==> config.mk <==
export PLATFORM = sky130hd
export DESIGN_NAME = rom_download_router
export DESIGN_NICKNAME = d
export VERILOG_FILES = /design/src/rtl/rom_download_router.sv
export SDC_FILE = /design/constraint.sdc
export NUM_CORES = 1
export LEC_CHECK = 0
export BUFFER_PORTS_ARGS = -buffer_cell sky130_fd_sc_hd__buf_2
export CAP_MARGIN = 20
export CORE_MARGIN = 10
export CORE_UTILIZATION = 53
export DETAILED_ROUTE_END_ITERATION = 8
export HOLD_SLACK_MARGIN = 0.12
export PLACE_DENSITY = 0.78
export SYNTH_ARGS = -nofsm -noshare
export SYNTH_HDL_FRONTEND = slang
export SYNTH_SLANG_ARGS = --single-unit
export TNS_END_PERCENT = 1
==> constraint.sdc <==
create_clock -name clk_sys -period 2.6 [get_ports clk_sys]
set_input_delay 0 -clock clk_sys [delete_from_list [all_inputs] [get_ports clk_sys]]
set_output_delay 0 -clock clk_sys [all_outputs]
set_load 0.05 [all_outputs]
==> src/rtl/rom_download_router.sv <==
// ----------------------------------------------------------------------------
// rom_download_router
//
// Sits between the HPS ioctl download stream and the Slap Fight game core.
// Every byte of the index-0 ROM download is decoded into one of six ROM
// regions and re-issued one cycle later as a one-hot write strobe carrying a
// region-local address. Alongside the routing it counts accepted bytes, sums
// a 16-bit checksum, flags bytes addressed past the end of the image, and
// keeps the game core in reset until a complete image has been loaded and a
// short release delay has elapsed.
//
// Ports
//   clk_sys       in   system clock
//   RESET_n       in   asynchronous active-low reset
//   dn_download   in   ioctl download active
//   dn_index      in   ioctl index (only index 0 is the ROM image)
//   dn_wr         in   ioctl byte-valid strobe
//   dn_addr[24:0] in   byte address within the image
//   dn_data[7:0]  in   byte data
//   rgn_wr[5:0]   out  one-hot write strobe, one bit per ROM region
//   rgn_addr[17:0]out  region-local address of the strobed byte
//   rgn_data[7:0] out  data of the strobed byte
//   loading       out  a ROM download is in progress
//   load_ok       out  last download was complete and had no overflow
//   overflow      out  sticky: a byte beyond the image end was seen
//   byte_count    out  accepted-byte counter, saturating
//   checksum[15:0]out  modulo-2^16 sum of accepted bytes
//   core_reset_n  out  active-low reset for the game core
// ----------------------------------------------------------------------------
module rom_download_router #(
   parameter logic [17:0] R0_END         = 18'h08000,
   parameter logic [17:0] R1_END         = 18'h10000,
   parameter logic [17:0] R2_END         = 18'h12000,
   parameter logic [17:0] R3_END         = 18'h14000,
   parameter logic [17:0] R4_END         = 18'h24000,
   parameter logic [17:0] R5_END         = 18'h34000,
   parameter int          RELEASE_CYCLES = 16
) (
   input  logic        clk_sys,
   input  logic        RESET_n,
   input  logic        dn_download,
   input  logic [7:0]  dn_index,
   input  logic        dn_wr,
   input  logic [24:0] dn_addr,
   input  logic [7:0]  dn_data,
   output logic [5:0]  rgn_wr,
   output logic [17:0] rgn_addr,
   output logic [7:0]  rgn_data,
   output logic        loading,
   output logic        load_ok,
   output logic        overflow,
   output logic [17:0] byte_count,
   output logic [15:0] checksum,
   output logic        core_reset_n
);

   typedef enum logic [1:0] {
      ST_IDLE,
      ST_LOAD,
      ST_DONE
   } state_t;

   // The release counter only needs to reach RELEASE_CYCLES and then park.
   localparam int              REL_W      = $clog2(RELEASE_CYCLES + 1) + 1;
   localparam logic [REL_W-1:0] REL_TARGET = REL_W'(RELEASE_CYCLES);
   localparam logic [17:0]     COUNT_MAX  = 18'h3FFFF;

   state_t           state;
   logic [REL_W-1:0] rel_cnt;

   logic             rom_dl;
   logic             rom_dl_q;
   logic             dl_rise;
   logic             dl_fall;

   logic [5:0]       region_hit;
   logic [17:0]      region_base;
   logic             in_range;
   logic [17:0]      region_offset;

   logic             accept_wr;
   logic             take_byte;
   logic             drop_byte;
   logic [17:0]      count_next;
   logic [15:0]      sum_next;
   logic             ovf_next;

   // Only index 0 is the ROM image; other ioctl indices (config, NVRAM, ...)
   // pass by without touching this block.
   assign rom_dl  = dn_download & (dn_index == 8'd0);
   assign dl_rise = rom_dl & ~rom_dl_q;
   assign dl_fall = ~rom_dl & rom_dl_q;

   // Registered copy of the qualified download flag for edge detection.
   always_ff @(posedge clk_sys or negedge RESET_n) begin
      if (!RESET_n) begin
         rom_dl_q <= 1'b0;
      end else begin
         rom_dl_q <= rom_dl;
      end
   end

   // Address decode. The comparisons use all 25 address bits so that an
   // address with high bits set can never alias back into a low region.
   // The region base is kept alongside so the local offset can be formed
   // in 18 bits: inside a region the difference always fits.
   always_comb begin
      region_hit  = 6'b000000;
      region_base = 18'h00000;
      if (dn_addr < {7'd0, R0_END}) begin
         region_hit  = 6'b000001;
         region_base = 18'h00000;
      end else if (dn_addr < {7'd0, R1_END}) begin
         region_hit  = 6'b000010;
         region_base = R0_END;
      end else if (dn_addr < {7'd0, R2_END}) begin
         region_hit  = 6'b000100;
         region_base = R1_END;
      end else if (dn_addr < {7'd0, R3_END}) begin
         region_hit  = 6'b001000;
         region_base = R2_END;
      end else if (dn_addr < {7'd0, R4_END}) begin
         region_hit  = 6'b010000;
         region_base = R3_END;
      end else if (dn_addr < {7'd0, R5_END}) begin
         region_hit  = 6'b100000;
         region_base = R4_END;
      end
   end

   assign in_range      = |region_hit;
   assign region_offset = dn_addr[17:0] - region_base;

   // A byte is only considered while the FSM is already in LOAD; a write in
   // the same cycle as the rising edge is still outside the load window.
   assign accept_wr = (state == ST_LOAD) & dn_wr & rom_dl;
   assign take_byte = accept_wr & in_range;
   assign drop_byte = accept_wr & ~in_range;

   // Next-state view of the counters, so that the completion check on the
   // falling edge sees any byte accepted in that same cycle.
   always_comb begin
      count_next = byte_count;
      sum_next   = checksum;
      if (take_byte) begin
         if (byte_count != COUNT_MAX) begin
            count_next = byte_count + 18'd1;
         end
         sum_next = checksum + {8'd0, dn_data};
      end
   end

   assign ovf_next = overflow | drop_byte;

   // Write-strobe pipeline: one-cycle strobe, address and data held until
   // the next accepted byte replaces them.
   always_ff @(posedge clk_sys or negedge RESET_n) begin
      if (!RESET_n) begin
         rgn_wr   <= 6'b000000;
         rgn_addr <= 18'h00000;
         rgn_data <= 8'h00;
      end else begin
         rgn_wr <= take_byte ? region_hit : 6'b000000;
         if (take_byte) begin
            rgn_addr <= region_offset;
            rgn_data <= dn_data;
         end
      end
   end

   // Download FSM with its counters and registered status outputs.
   // A rising edge from IDLE or DONE starts a fresh load and re-asserts the
   // core reset; a falling edge in LOAD latches the completion verdict; DONE
   // counts off the release delay and frees the core only for a good image.
   always_ff @(posedge clk_sys or negedge RESET_n) begin
      if (!RESET_n) begin
         state        <= ST_IDLE;
         rel_cnt      <= '0;
         loading      <= 1'b0;
         load_ok      <= 1'b0;
         overflow     <= 1'b0;
         byte_count   <= 18'h00000;
         checksum     <= 16'h0000;
         core_reset_n <= 1'b0;
      end else begin
         case (state)
            ST_IDLE: begin
               if (dl_rise) begin
                  state        <= ST_LOAD;
                  loading      <= 1'b1;
                  load_ok      <= 1'b0;
                  overflow     <= 1'b0;
                  byte_count   <= 18'h00000;
                  checksum     <= 16'h0000;
                  core_reset_n <= 1'b0;
                  rel_cnt      <= '0;
               end
            end

            ST_LOAD: begin
               byte_count <= count_next;
               checksum   <= sum_next;
               overflow   <= ovf_next;
               if (dl_fall) begin
                  state   <= ST_DONE;
                  loading <= 1'b0;
                  load_ok <= (count_next == R5_END) & ~ovf_next;
                  rel_cnt <= '0;
               end
            end

            ST_DONE: begin
               if (dl_rise) begin
                  state        <= ST_LOAD;
                  loading      <= 1'b1;
                  load_ok      <= 1'b0;
                  overflow     <= 1'b0;
                  byte_count   <= 18'h00000;
                  checksum     <= 16'h0000;
                  core_reset_n <= 1'b0;
                  rel_cnt      <= '0;
               end else if (rel_cnt == REL_TARGET) begin
                  if (load_ok) begin
                     core_reset_n <= 1'b1;
                  end
               end else begin
                  rel_cnt <= rel_cnt + 1'b1;
               end
            end

            default: begin
               state <= ST_IDLE;
            end
         endcase
      end
   end

endmodule

Word-level counts from Yosys, hierarchy flattened
Cells that the tools add are included. W data, S select, Z words.

Output and inout bits: 70. Flip-flop bits (word level): 79. Bits of input ports: 45. Logic and storage cells: 99.

Reduce and logical (&&, ||, !) cells: 13. Mux-type cells: 39. $lt $le $gt $ge: 6. Equality and inequality tests: 12. Bitwise operators: 13. Add/sub/neg operators: 4.

Operators by type and width (number): $mux W18 (9); $lt A25 B17 Y1 const B (3); $mux W6 (11); $lt A25 B18 Y1 const B (2); $pmux W18 S2 (1); $mux W16 (2); $pmux W16 S2 (1); $lt A25 B16 Y1 const B (1); $add A18 B1 Y18 const B (1); $eq A18 B18 Y1 const B (1); $ne A18 B18 Y1 const B (1); $pmux W6 S3 (1); $sub A18 B18 Y18 (1); $add A16 B8 Y16 (1); $ne A3 B3 Y1 const B (3); $and A1 B1 Y1 (8); $logic_not A8 Y1 (1); $pmux W1 S2 (4); $reduce_and A4 Y1 (2); $mux W1 (7); $add A6 B1 Y6 const B (1); $eq A6 B5 Y1 const B (1); $ne A2 B2 Y1 const B (3); $reduce_and A3 Y1 (2); 13 further kinds (19).

Depth between registers and ports, before layout
Depth after elaboration: 15. Gate-level depth with buffers: 11. Depth with buffers taken out: 10.

Least setup slack after synthesis
OpenSTA, ideal clock, no wires.

Kind: register to register. Start: register byte_count[9]. End: register load_ok. Buffers on the path: 3. Arrival: 2.559 ns. Period minus slack after synthesis: 2.633 ns. Setup time: 0.074 ns. Cell stages (with the launch flop): 11. Setup slack: -0.033 ns. Required time: 2.526 ns. Path through: dfrtp_1 clkbuf_1 and3_1 clkbuf_1 and4_1 clkbuf_1 nand4_1 mux2_2 o22a_1 nand4b_1 o21ai_2.

Longest elaborated chain between the ends: 7. Elaborated cells between the ends (all ways): 8. Classes of those cells: add/sub: 1; eq/ne: 2; mux: 4; bitwise: 1.

RTL lines: from (decl) (RTL line 52) `output logic [17:0] byte_count,`; from (signal assigned) (RTL line 201) `byte_count <= count_next;`; $add A18 B1 Y18 or $ne A18 B18 Y1 (tied branches) (RTL line 147, 146); $mux W18 (RTL line 146) `if (byte_count != COUNT_MAX) begin`; $mux W18 (*) (RTL line 145) `if (take_byte) begin`; $eq A18 B18 Y1 (*) (RTL line 207) `load_ok <= (count_next == R5_END) & ~ovf_next;`; $and A1 B1 Y1 (*) (RTL line 207); $mux W1 (*) (RTL line 204) `if (dl_fall) begin`; $pmux W1 S2 (*) (RTL line 186) `case (state)`; to (signal assigned) (RTL line 207); to (decl) (RTL line 50) `output logic load_ok,`.

Mark *: on every way between the ends. The rest lies on a longest branch, timed or not. The select of a mux whose other input is x is not followed. A chain may end at the register's enable or synchronous reset.

Worst setup path in the final report
Start: register byte_count[1]. End: register load_ok.

Same word-level chain as after synthesis.

==> impl_metrics.yaml <==
synthesis:
  post_synth_inst_count: 494
  ys_dominant_reg_cell: "dfrtp_1"
  synth_common_cells: "nand2_1 (99), dfrtp_1 (79), nor2_1 (34)"
  synth-seq-area-share_pct: 44.8
  synth_async_sr_flop_share_pct: 100
  synth_area_leader_cell: "dfrtp_1"
  syn-num-nets: 556
  avgSynthCellArea_sq_um: 8.93
  combined_area_of_all_synthesized_cells_sq_um: 4410
  synth_cell_types: 59
  synth-edff-count: 0
  ys_seq_elements: 79
  yosys.cell_count.top_type: "nand2_1"
  ys_warn_count: 0
  post_synth_main_area_contributors: "dfrtp_1 (45%), nand2_1 (8.4%), ha_1 (4.3%)"
  yosysTopAreaCellShare_pct: 44.8
finish:
  utilization_pct: 69.5
  fin_nets: 707
  area.growth.synth_to_final_pct: 28.8
  finalInstanceArea_sq_um: 5690
  final_layout_size_suffix_gt1_share_pct: 25.1
  antennaDiodeCount: 0
floorplan:
  die_x_extent_um: 111
  design.die.area_sq_um: 12400
  core.rowCount: 33
  fp.coreArea_sq_um: 8180
  die_y_um: 111
  initial_utilization_pct: 54.0
  ios: 115
sta:
  grt_setup_unrepaired: "no"
  setup_viol: 0
  worstMarginPinSlew_ps: 989
  final_hold_viol_count: 0
  timing.max_slew.rel_slack_pct: 34.1
  final.period_utilization_pct: 95.2
  fin_crit_ps: 2480
  timing.final.max_slew_violations: 0
  fmaxAchievable_mhz: 404
  finalWorstSetupSlack_ps: 124
  tns_ps: 0
  clock_skew_ps: 11.0
drt:
  dr.first_iter.drc_count: 331
  vias_per_cell: 5.73
  vias: 4329
  totalWireLength_mm: 12.9
  detail-route-antenna-nets: 0
  avgRoutedWirePerCell_um: 17.1
  firstDrtPassIters: 5
  route.detailed.drc: 0
pwr:
  static_power_due_to_leakage_nw: 2.90
  vdd.ir_drop.worst_uv: 283
  cellPowerDensity_nw_per_um2: 463
global_route:
  global_route.peak_usage_layer: "met2"
  use_met2_pct: 34.5
  grt_pass1_vias: 4383
  groute.layer.met1.usage_pct: 24.6
  antenna_violations_before_repair: 0
  largest_net_degree_at_the_start_of_global_routing: 80
  track_usage_pct: 20.6
  overflow: 0
  grt_use_met3_pct: 5.47
  grt_first_pass_wirelength_mm: 21.6
clock_tree:
  clock_path_buffers: 2
  clock_tree.htree_level_count: 3
  clockRootBuffer: "clkbuf_8"
  clk_pin_slew_worst_paths_ps: 90
  worstSkewPairLatency_ps: 360
  clock_tree_from_tritoncts: "yes"
  cts_inserted_buffers: 9
  postCtsSetupBuffers: 0
  cts.sinks: 79
outcome:
  status: "finished clean"
placement:
  hpwlAfterDp_mm: 9.15
  pre_cts_slack_ps: 20.4
  gp_routability_congestion: 0.957
  placed_instance_area_sq_um: 5150
  io_buffers: 114
worst_setup_path:
  crit-reg2reg-launch: "byte_count[1]"
  critPathCaptureType: "flop"
  critical_path_class: "reg -> reg"
  startpoint: "byte_count[1]"
  crit_path_max_fanout: 5
  critPathLaunchType: "flop"
  worst-endpoint-arrival_ps: 2770
  worst_ep_required_time_ps: 2890
run:
  cap_viol_max_count: 0
hold_path:
  worst_hold_startpoint: "dn_addr[21]"
  holdCritPathClass: "in -> reg"
timing repair:
item / CTS / global route
endpoints found under the hold margin: 110 / 0
gates resized for setup: 0 / 1
endpoints found under the setup margin: 0 / 1
hold buffers: 31 / 0
routing by layer:
metal | up-vias | wire [um]
met5 | - | 0
met4 | 0 | 297
met3 | 30 | 1060
met2 | 180 | 6170
met1 | 2057 | 5380
li1 | 2062 | -
cell families (layout without fill, tap and decap cells):
logic type / count (synthesis) / in the layout / synth area share (%)
buffers and inverters: 36 / 192 / 3.23
multiplexers: 14 / 14 / 3.32
XOR/XNOR: 18 / 18 / 3.57
flip-flops: 79 / 79 / 44.8
adder cells (fa/ha/maj): 17 / 17 / 5.16
AND/OR/NAND/NOR: 239 / 239 / 26.6
AO/OA/AOI/OAI: 91 / 91 / 13.4
power by group:
part | total (mW) | internal, mW | switching [mW] | leakage (nW)
Clock | 0.979 | 0.503 | 0.476 | 0.106
Sequential | 1.34 | 1.28 | 0.0556 | 1.07
Combinational | 0.319 | 0.161 | 0.159 | 1.72
per-stage QoR:
| stage | hold slack, ps | instances | power [mW] |
|---|---|---|---|
| after floorplan | -296 | 494 | 1.53 |
| after global placement | 179 | 708 | 1.63 |
| after detailed placement | 179 | 708 | 1.64 |
| after CTS | 124 | 755 | 2.66 |
| after global routing | 165 | 755 | 2.77 |
| final | 131 | 755 | 2.64 |
sequential cells by signal (all words and copies together), names as in the netlist:
name and flops:
byte_count 18, rgn_addr 18, checksum 16, rgn_data 8
rel_cnt 6, rgn_wr 6, state 2, core_reset_n 1
load_ok 1, loading 1, overflow 1, rom_dl_q 1
cell type report:
cell class,instances,area [sq um]
fillers,648,2490
multi-input cells,379,2300
flip-flops and latches,79,1980
repair buffers,161,1000
clock buffers,11,151
well taps,105,131
clock inverters,5,63.8
inverters,15,56.3
worst paths after layout:
kind                       slack (ps)  cells after the start       endpoint
setup / recovery                  120                      8        load_ok
hold / removal                    130                      5      rgn_wr[1]
setup reg to reg                  120                      8        load_ok
max in group asynchronous        1560                      2  byte_count[9]
min in group asynchronous         350                      2      rgn_wr[5]
hold reg to reg                   470                      2    rgn_data[2]
cell usage in the layout, fill, tap and decap left out, types with 4 or more instances in the layout:
cell type,synthesis,layout
buf_2,0,113
nand2_1,99,99
dfrtp_1,79,77
nor2_1,34,34
dlygate4sd3_1,0,31
o21ai_0,26,26
nand3_1,25,25
a21oi_1,23,23
buf_4,0,17
inv_1,15,15
nor3_1,15,15
ha_1,15,15
xnor2_1,11,11
clkbuf_8,0,11
nand4_1,10,10
mux2i_1,9,9
or3_1,7,7
xor2_1,7,7
o31ai_1,7,7
nor4_1,7,6
and3_1,6,6
a21o_1,6,6
nand2b_1,5,5
and4_1,5,5
mux2_2,5,5
nor4b_1,4,4
nor2b_1,4,4
or4_1,4,4
critical path, cell delays in order, from the launching register on:
cell,delay (ps)
dfrtp_1,440
ha_1,240
and3_1,200
and2_1,220
a2111o_1,490
or4_1,480
o31ai_1,80
o211ai_1,140
o21ai_2,120
Note: power is estimated with default switching activity, not from simulation.
